--- src/rtl/sqrt_pkg.sv ---
// Shared encodings for the integer square-root controller: FSM states,
// datapath ALU opcodes and register-file slot assignments.
package sqrt_pkg;

  typedef logic [3:0] state_t;

  localparam state_t S_IDLE     = 4'd0;
  localparam state_t S_LD_N     = 4'd1;
  localparam state_t S_LD_R1    = 4'd2;
  localparam state_t S_LD_R3    = 4'd3;
  localparam state_t S_LD_R2    = 4'd4;
  localparam state_t S_LD_R4    = 4'd5;
  localparam state_t S_SUB      = 4'd6;
  localparam state_t S_INC      = 4'd7;
  localparam state_t S_ODD      = 4'd8;
  localparam state_t S_INC_LAST = 4'd9;
  localparam state_t S_OUT      = 4'd10;
  localparam state_t S_DONE     = 4'd11;

  localparam logic [1:0] ALU_ADD  = 2'b00;
  localparam logic [1:0] ALU_SUB  = 2'b01;
  localparam logic [1:0] ALU_AND  = 2'b10;
  localparam logic [1:0] ALU_PASS = 2'b11;

  localparam int REG_REM  = 0;
  localparam int REG_ODD  = 1;
  localparam int REG_ROOT = 2;
  localparam int REG_ONE  = 3;
  localparam int REG_TWO  = 4;

endpackage

--- src/rtl/sqrt_ctrl.sv ---
// Sequencer for the shared datapath computing floor(sqrt(N)) by repeatedly
// subtracting successive odd numbers; root is read back in OUT and registered.
//
// state    | meaning
// IDLE     | waiting for start_i
// LD_N     | R0 <- operand_i
// LD_R1    | R1 <- 1 (first odd number)
// LD_R3    | R3 <- 1
// LD_R2    | R2 <- 0 (root accumulator)
// LD_R4    | R4 <- 2 (odd-number step)
// SUB      | R0 <- R0 - R1, branch on flags
// INC      | R2 <- R2 + 1
// ODD      | R1 <- R1 + 2
// INC_LAST | R2 <- R2 + 1, remainder hit exactly zero
// OUT      | read R2 onto data_o, capture into result
// DONE     | done_o pulse
module sqrt_ctrl
  import sqrt_pkg::*;
#(
  parameter int DATA_WIDTH = 32,
  parameter int ADDR_WIDTH = 3
) (
  input  logic                  clk,
  input  logic                  rst_n,
  input  logic                  start_i,
  input  logic [DATA_WIDTH-1:0] operand_i,
  output logic                  busy_o,
  output logic                  done_o,
  output logic [DATA_WIDTH-1:0] result_o,
  output logic [DATA_WIDTH-1:0] dp_data_o,
  output logic                  IE,
  output logic                  WE,
  output logic                  OE,
  output logic [ADDR_WIDTH-1:0] ADDR_WR,
  output logic [ADDR_WIDTH-1:0] ADDR_RDA,
  output logic [ADDR_WIDTH-1:0] ADDR_RDB,
  output logic [1:0]            ALU_Op,
  input  logic [DATA_WIDTH-1:0] dp_data_i,
  input  logic                  negative_i,
  input  logic                  zero_i
);

  state_t                state_q, state_d;
  logic [DATA_WIDTH-1:0] result_q, result_d;

  always_comb begin
    state_d  = state_q;
    result_d = result_q;
    case (state_q)
      S_IDLE:     if (start_i) state_d = S_LD_N;
      S_LD_N:     state_d = S_LD_R1;
      S_LD_R1:    state_d = S_LD_R3;
      S_LD_R3:    state_d = S_LD_R2;
      S_LD_R2:    state_d = S_LD_R4;
      S_LD_R4:    state_d = S_SUB;
      S_SUB: begin
        // A negative remainder means the last odd number overshot: root is final.
        if (negative_i)  state_d = S_OUT;
        else if (zero_i) state_d = S_INC_LAST;
        else             state_d = S_INC;
      end
      S_INC:      state_d = S_ODD;
      S_ODD:      state_d = S_SUB;
      S_INC_LAST: state_d = S_OUT;
      S_OUT: begin
        result_d = dp_data_i;
        state_d  = S_DONE;
      end
      S_DONE:     state_d = S_IDLE;
      default:    state_d = S_IDLE;
    endcase
  end

  always_ff @(posedge clk or negedge rst_n) begin
    if (!rst_n) begin
      state_q  <= S_IDLE;
      result_q <= '0;
    end else begin
      state_q  <= state_d;
      result_q <= result_d;
    end
  end

  always_comb begin
    IE        = 1'b0;
    WE        = 1'b0;
    OE        = 1'b0;
    ADDR_WR   = '0;
    ADDR_RDA  = '0;
    ADDR_RDB  = '0;
    ALU_Op    = 2'b00;
    dp_data_o = '0;
    case (state_q)
      S_LD_N: begin
        IE = 1'b1; WE = 1'b1;
        ADDR_WR   = ADDR_WIDTH'(REG_REM);
        dp_data_o = operand_i;
      end
      S_LD_R1: begin
        IE = 1'b1; WE = 1'b1;
        ADDR_WR   = ADDR_WIDTH'(REG_ODD);
        dp_data_o = DATA_WIDTH'(1);
      end
      S_LD_R3: begin
        IE = 1'b1; WE = 1'b1;
        ADDR_WR   = ADDR_WIDTH'(REG_ONE);
        dp_data_o = DATA_WIDTH'(1);
      end
      S_LD_R2: begin
        IE = 1'b1; WE = 1'b1;
        ADDR_WR   = ADDR_WIDTH'(REG_ROOT);
      end
      S_LD_R4: begin
        IE = 1'b1; WE = 1'b1;
        ADDR_WR   = ADDR_WIDTH'(REG_TWO);
        dp_data_o = DATA_WIDTH'(2);
      end
      S_SUB: begin
        WE = 1'b1;
        ADDR_WR  = ADDR_WIDTH'(REG_REM);
        ADDR_RDA = ADDR_WIDTH'(REG_REM);
        ADDR_RDB = ADDR_WIDTH'(REG_ODD);
        ALU_Op   = ALU_SUB;
      end
      S_INC, S_INC_LAST: begin
        WE = 1'b1;
        ADDR_WR  = ADDR_WIDTH'(REG_ROOT);
        ADDR_RDA = ADDR_WIDTH'(REG_ROOT);
        ADDR_RDB = ADDR_WIDTH'(REG_ONE);
        ALU_Op   = ALU_ADD;
      end
      S_ODD: begin
        WE = 1'b1;
        ADDR_WR  = ADDR_WIDTH'(REG_ODD);
        ADDR_RDA = ADDR_WIDTH'(REG_ODD);
        ADDR_RDB = ADDR_WIDTH'(REG_TWO);
        ALU_Op   = ALU_ADD;
      end
      S_OUT: begin
        OE = 1'b1;
        ADDR_RDA = ADDR_WIDTH'(REG_ROOT);
        ALU_Op   = ALU_PASS;
      end
      default: ;
    endcase
  end

  assign busy_o   = (state_q != S_IDLE) && (state_q != S_DONE);
  assign done_o   = (state_q == S_DONE);
  assign result_o = result_q;

endmodule

--- config.mk ---
export PLATFORM = sky130hd
export DESIGN_NAME = sqrt_ctrl
export DESIGN_NICKNAME = d
export VERILOG_FILES = /design/src/rtl/sqrt_pkg.sv /design/src/rtl/sqrt_ctrl.sv
export SDC_FILE = /design/constraint.sdc
export NUM_CORES = 1
export LEC_CHECK = 0
export CORE_MARGIN = 2
export CORE_UTILIZATION = 31
export CTS_CLUSTER_DIAMETER = 120
export DETAILED_ROUTE_END_ITERATION = 16
export MAX_ROUTING_LAYER = met4
export PLACE_DENSITY = 0.78
export RECOVER_POWER = 50
export SLEW_MARGIN = 20
export SYNTH_ARGS = -nofsm -noshare
export SYNTH_HDL_FRONTEND = slang
export SYNTH_SLANG_ARGS = --single-unit
--- constraint.sdc ---
create_clock -name clk -period 1.7 [get_ports clk]
set_clock_uncertainty 0.2 [all_clocks]
set_input_delay 0.425 -clock clk [delete_from_list [all_inputs] [get_ports clk]]
set_output_delay 0.425 -clock clk [all_outputs]
set_load 0.01 [all_outputs]
### Yosys cells after proc, flatten, opt, wreduce, memory -nomap -nowiden

Index checks and enable logic that the tools add are counted.

* bits in registers: 36
* bits in latches: 0
* bits in writable memories: 0
* memory bits (read-only): 0
* bits of input ports: 69
* output and inout port bits: 80
* word-level logic and storage cells: 38
* memories: 0

* add/sub/neg operators: 0
* $mul: 0
* div/mod/pow operators: 0
* order comparisons: 0
* equality and inequality tests: 13
* shift operators: 0
* muxes and demuxes: 12
* bitwise operators: 0
* reduce and logical (&&, ||, !) cells: 11

Operator list (number)
* $pmux 32 s3: 1
* $pmux 4 s10: 1
* $eq 4x3->1 const B: 4
* $eq 4x4->1 const B: 4
* $mux 4: 3
* $pmux 3 s4: 1
* $pmux 3 s3: 1
* $reduce_or 9->1: 1
* $eq 4x2->1 const B: 2
* $pmux 2 s2: 2
* $reduce_or 2->1: 4
* $reduce_or 3->1: 2
* $reduce_or 5->1: 1
* $eq 4x1->1 const B: 1
* $logic_not 4->1: 1
* $ne 4x4->1 const B: 1
* $reduce_bool 4->1: 1
* $mux 1: 3
* $ne 2x2->1 const B: 1
* $logic_and 1x1->1: 1

### Longest topological paths before layout

* word-level depth: 3
* gate-level depth with buffers: 5
* mapped depth without buffers: 3

### Least setup slack after synthesis

No wires, ideal clock.

* path kind: flip-flop to output port
* start point: reg state_q[1]
* end point: out dp_data_o[10]
* data arrival time: 1253 ps
* data required time: 1075 ps
* path slack: -178 ps
* stages on the path, launching flop included: 6
* path buffers: 2
* path through: dfrtp_1 > buf_2 > nand2b_1 > nor3_2 > clkbuf_1 > and2_1

* longest elaborated chain between the ends: 3
* elaborated cells on any way between the ends: 6

RTL lines
* start: declaration: line sqrt_ctrl.sv:43 `state_t state_q, state_d;`
* start signal: assignment: line sqrt_ctrl.sv:79 `state_q <= state_d;`
* $eq 4x2->1: line sqrt_ctrl.sv:93 `case (state_q)`
* $reduce_or 2->1 (no line)
* $pmux 32 s3 *: line sqrt_ctrl.sv:93
* end: declaration: line sqrt_ctrl.sv:30 `output logic [DATA_WIDTH-1:0] dp_data_o,`

Mark *: on every way between the ends. The rest lies on a longest branch, timed or not.

### Worst setup path after layout

* start point: reg state_q[0]
* end point: out busy_o

* longest elaborated chain between the ends: 2
* elaborated cells on any way between the ends: 3

RTL lines
* $ne 4x4->1 or $reduce_bool 4->1 (tied branches): line sqrt_ctrl.sv:148 `assign busy_o = (state_q != S_IDLE) && (state_q != S_DONE);`
* $logic_and 1x1->1 *: line sqrt_ctrl.sv:148
* end: declaration: line sqrt_ctrl.sv:27 `output logic busy_o,`

Marked as above.

==> results.py <==
metrics = {
    "run_status": {
        "outcome": "complete, but fails checks",
        "violations": "setup timing",
    },
    "grt": {
        "grt_usage_pct": 20.2,
        "overflow": 0,
        "grt_pass1_wl_um": 10800,
        "grt_max_degree": 20,
        "first_global_vias": 2071,
        "antenna_found_initial": 0,
    },
    "detailed_routing": {
        "drc": 0,
        "avgRoutedWirePerCell_um": 15.9,
        "drtAntennaViolNets": 0,
        "drt_iter0_markers": 43,
        "drt_pass1_iterations": 4,
        "drt-total-wl_um": 6770,
        "avgViaCountPerCell": 4.55,
        "num_vias": 1932,
    },
    "power_and_ir_drop": {
        "powerDensity_nw_per_um2": 1550,
        "p_total_mw": 6.50,
        "peakVddDrop_mv": 0.842,
        "p_leak_nw": 1.97,
    },
    "sta": {
        "fin_ws_ns": -0.491,
        "hold_viol_final": 0,
        "max_clock_freq_mhz": 456,
        "slew_headroom_pct": 65.2,
        "slew_violations": 0,
        "post-route-min-period_ns": 2.19,
        "finalSetupTns_ns": -23.78,
        "rsz0062_at_grt": "yes",
        "finalCritPeriodShare_pct": 129,
        "worst_pin_slew_ns": 0.521,
        "hold_ws_ns": 0.309,
        "setup_viol_count_final": 79,
    },
    "worst_setup_path": {
        "startpoint_type": "flop",
        "endpoint_kind": "output port",
        "worstPathArrival_ns": 1.57,
        "required_ns": 1.07,
        "reg2reg_to": "result_o[30]",
        "r2r_slack_ns": -0.23,
        "criticalPathCategory": "flop to output port",
        "crit_fanout": 5,
        "reg2reg_depth": 8,
        "timing.rr.start": "state_q[0]",
    },
    "cts": {
        "cts.sinks": 36,
        "cts.path.max_buffers": 2,
        "cts_tree": "built",
        "clock-root-buffer": "clkbuf_8",
        "path_clk_slew_ns": 0.07,
        "htree_levels": 2,
        "clock_latency_ns": 0.28,
        "cts_buffers": 5,
    },
    "die": {
        "die-height_um": 83.7,
        "start_util_pct": 31.6,
        "die_w_um": 83.7,
        "core_um2": 6240,
        "die_area_um2": 7010,
        "io_pins": 149,
        "rows": 29,
    },
    "synth": {
        "synth_fp_nets": 231,
        "synth_top_cell_area_share_pct": 45.7,
        "yosysUniqueCellTypes": 30,
        "synth_area_leaders": "dfrtp_1, mux2_4, and2_1",
        "ys_seq_area_share_pct": 45.7,
        "syn_area_um2": 1970,
        "synth_area_per_cell_um2": 12.2,
        "yosys_register_bits": 36,
        "synthCells": 162,
        "yosysWarnings": 0,
        "synth.largest_area_cell": "dfrtp_1",
    },
    "layout": {
        "fin_nets": 416,
        "register_area_um2": 903,
        "diodes": 0,
        "drive_above_1_share_pct": 53.7,
        "area_delta_synth_final_pct": 113,
        "fillers": 477,
        "fin_cells": 425,
        "stdcell_area_um2": 4190,
        "multi_input_area_um2": 1160,
    },
    "worst_hold_path": {
        "hp-class": "flop to flop",
        "hold_depth": 1,
        "hp-start": "result_o[22]",
        "hold_end": "result_o[22]",
    },
    "placement": {
        "dp.cells": 395,
        "place.gp.congestion": 0.810,
        "numPortBuffers": 147,
        "hpwl_um": 4500,
        "place_area_um2": 3720,
    },
    "job": {
        "maxCapViolCount": 0,
    },
}
==> worst max-delay path, cell delays in order, from the launching register on <==
cell and delay, ns:
dfrtp_1 0.40, buf_6 0.14, buf_8 0.13, or3_4 0.33
a21o_1 0.16, buf_2 0.13
==> flip-flops by register name (all words and copies together) (netlist names) <==
name	count
state_q	4
result_o	32
==> metal layers <==
| layer | wire, um | vias up | global-route usage, % |
|---|---|---|---|
| li1 | - | 913 | - |
| met1 | 2680 | 920 | 22.7 |
| met2 | 3560 | 95 | 36.5 |
| met3 | 485 | 4 | 5.93 |
| met4 | 48 | 0 | 2.79 |
| met5 | 0 | - | - |
==> kinds of logic (layout without fill, tap and decap cells) <==
logic type | Yosys count | count (layout) | synth area share [%]
AO/OA/AOI/OAI | 18 | 18 | 5.84
buffers and inverters | 15 | 201 | 5.97
flip-flops | 36 | 36 | 45.7
multiplexers | 34 | 34 | 24.8
other | 1 | 1 | 0.190
AND/OR/NAND/NOR | 58 | 58 | 17.5
==> synthesized netlist by cell type (all sizes together) <==
cell type	number
a31oi	1
o22ai	1
a21boi	2
a21oi	4
mux2	32
mux2i	2
or2	2
nor3	6
dfrtp	36
a21o	3
clkbuf	7
nor2	9
or3	1
nand3b	1
nand3	1
nand2b	4
a211oi	1
inv	1
nand2	4
o21bai	1
o211a	1
buf	7
o21ai	4
conb	1
and2	30
==> cell type report <==
cell class	instances	area share, %
multi-input cells	111	27.6
inverters	1	0.0896
repair buffers	192	46.3
clock buffers	5	1.64
flip-flops and latches	36	21.6
well taps	77	2.30
clock inverters	3	0.448
==> placed cells by master, fill, tap and decap left out, drive strengths merged, types with 6 or more instances in the layout <==
cell type and instances:
buf 88, clkdlybuf4s50 67, nor2 9, and2 30, dlygate4sd2 32, mux2 32, clkbuf 8, nor3 6
dfrtp 36
==> what timing repair did <==
item | CTS | global route
hold buffers | 1 | 0
setup endpoints to repair | 111 | 79
hold endpoints to repair | 8 | 0
cloned | 7 | 0
resized for setup | 298 | 19
pin swaps | 4 | 10
setup buffers | 19 | 2
==> power by group <==
group | internal (mW) | switching (mW)
registers | 1.30 | 0.279
logic | 2.65 | 1.69
clock network | 0.285 | 0.295
==> worst max-delay path by stage <==
stage                 start       endpoint  slack, ns  cells after the start
2_1_floorplan    state_q[1]  dp_data_o[10]      -0.12                      5
3_3_place_gp   operand_i[0]   dp_data_o[0]      -0.54                      4
3_5_place_dp     state_q[1]   dp_data_o[6]      -0.56                      5
4_1_cts          state_q[1]  dp_data_o[13]      -0.50                      7
5_1_grt          state_q[1]  dp_data_o[21]      -0.57                      6
6_report         state_q[0]         busy_o      -0.49                      5
==> per-stage QoR <==
stage                     utilization, %  setup slack [ns]
after floorplan                        -            -0.121
after global placement              59.5            -0.538
after detailed placement            59.5            -0.563
after CTS                           68.6            -0.499
after global routing                67.1            -0.567
final                               67.1            -0.491
(Power assumes the default switching activity.)
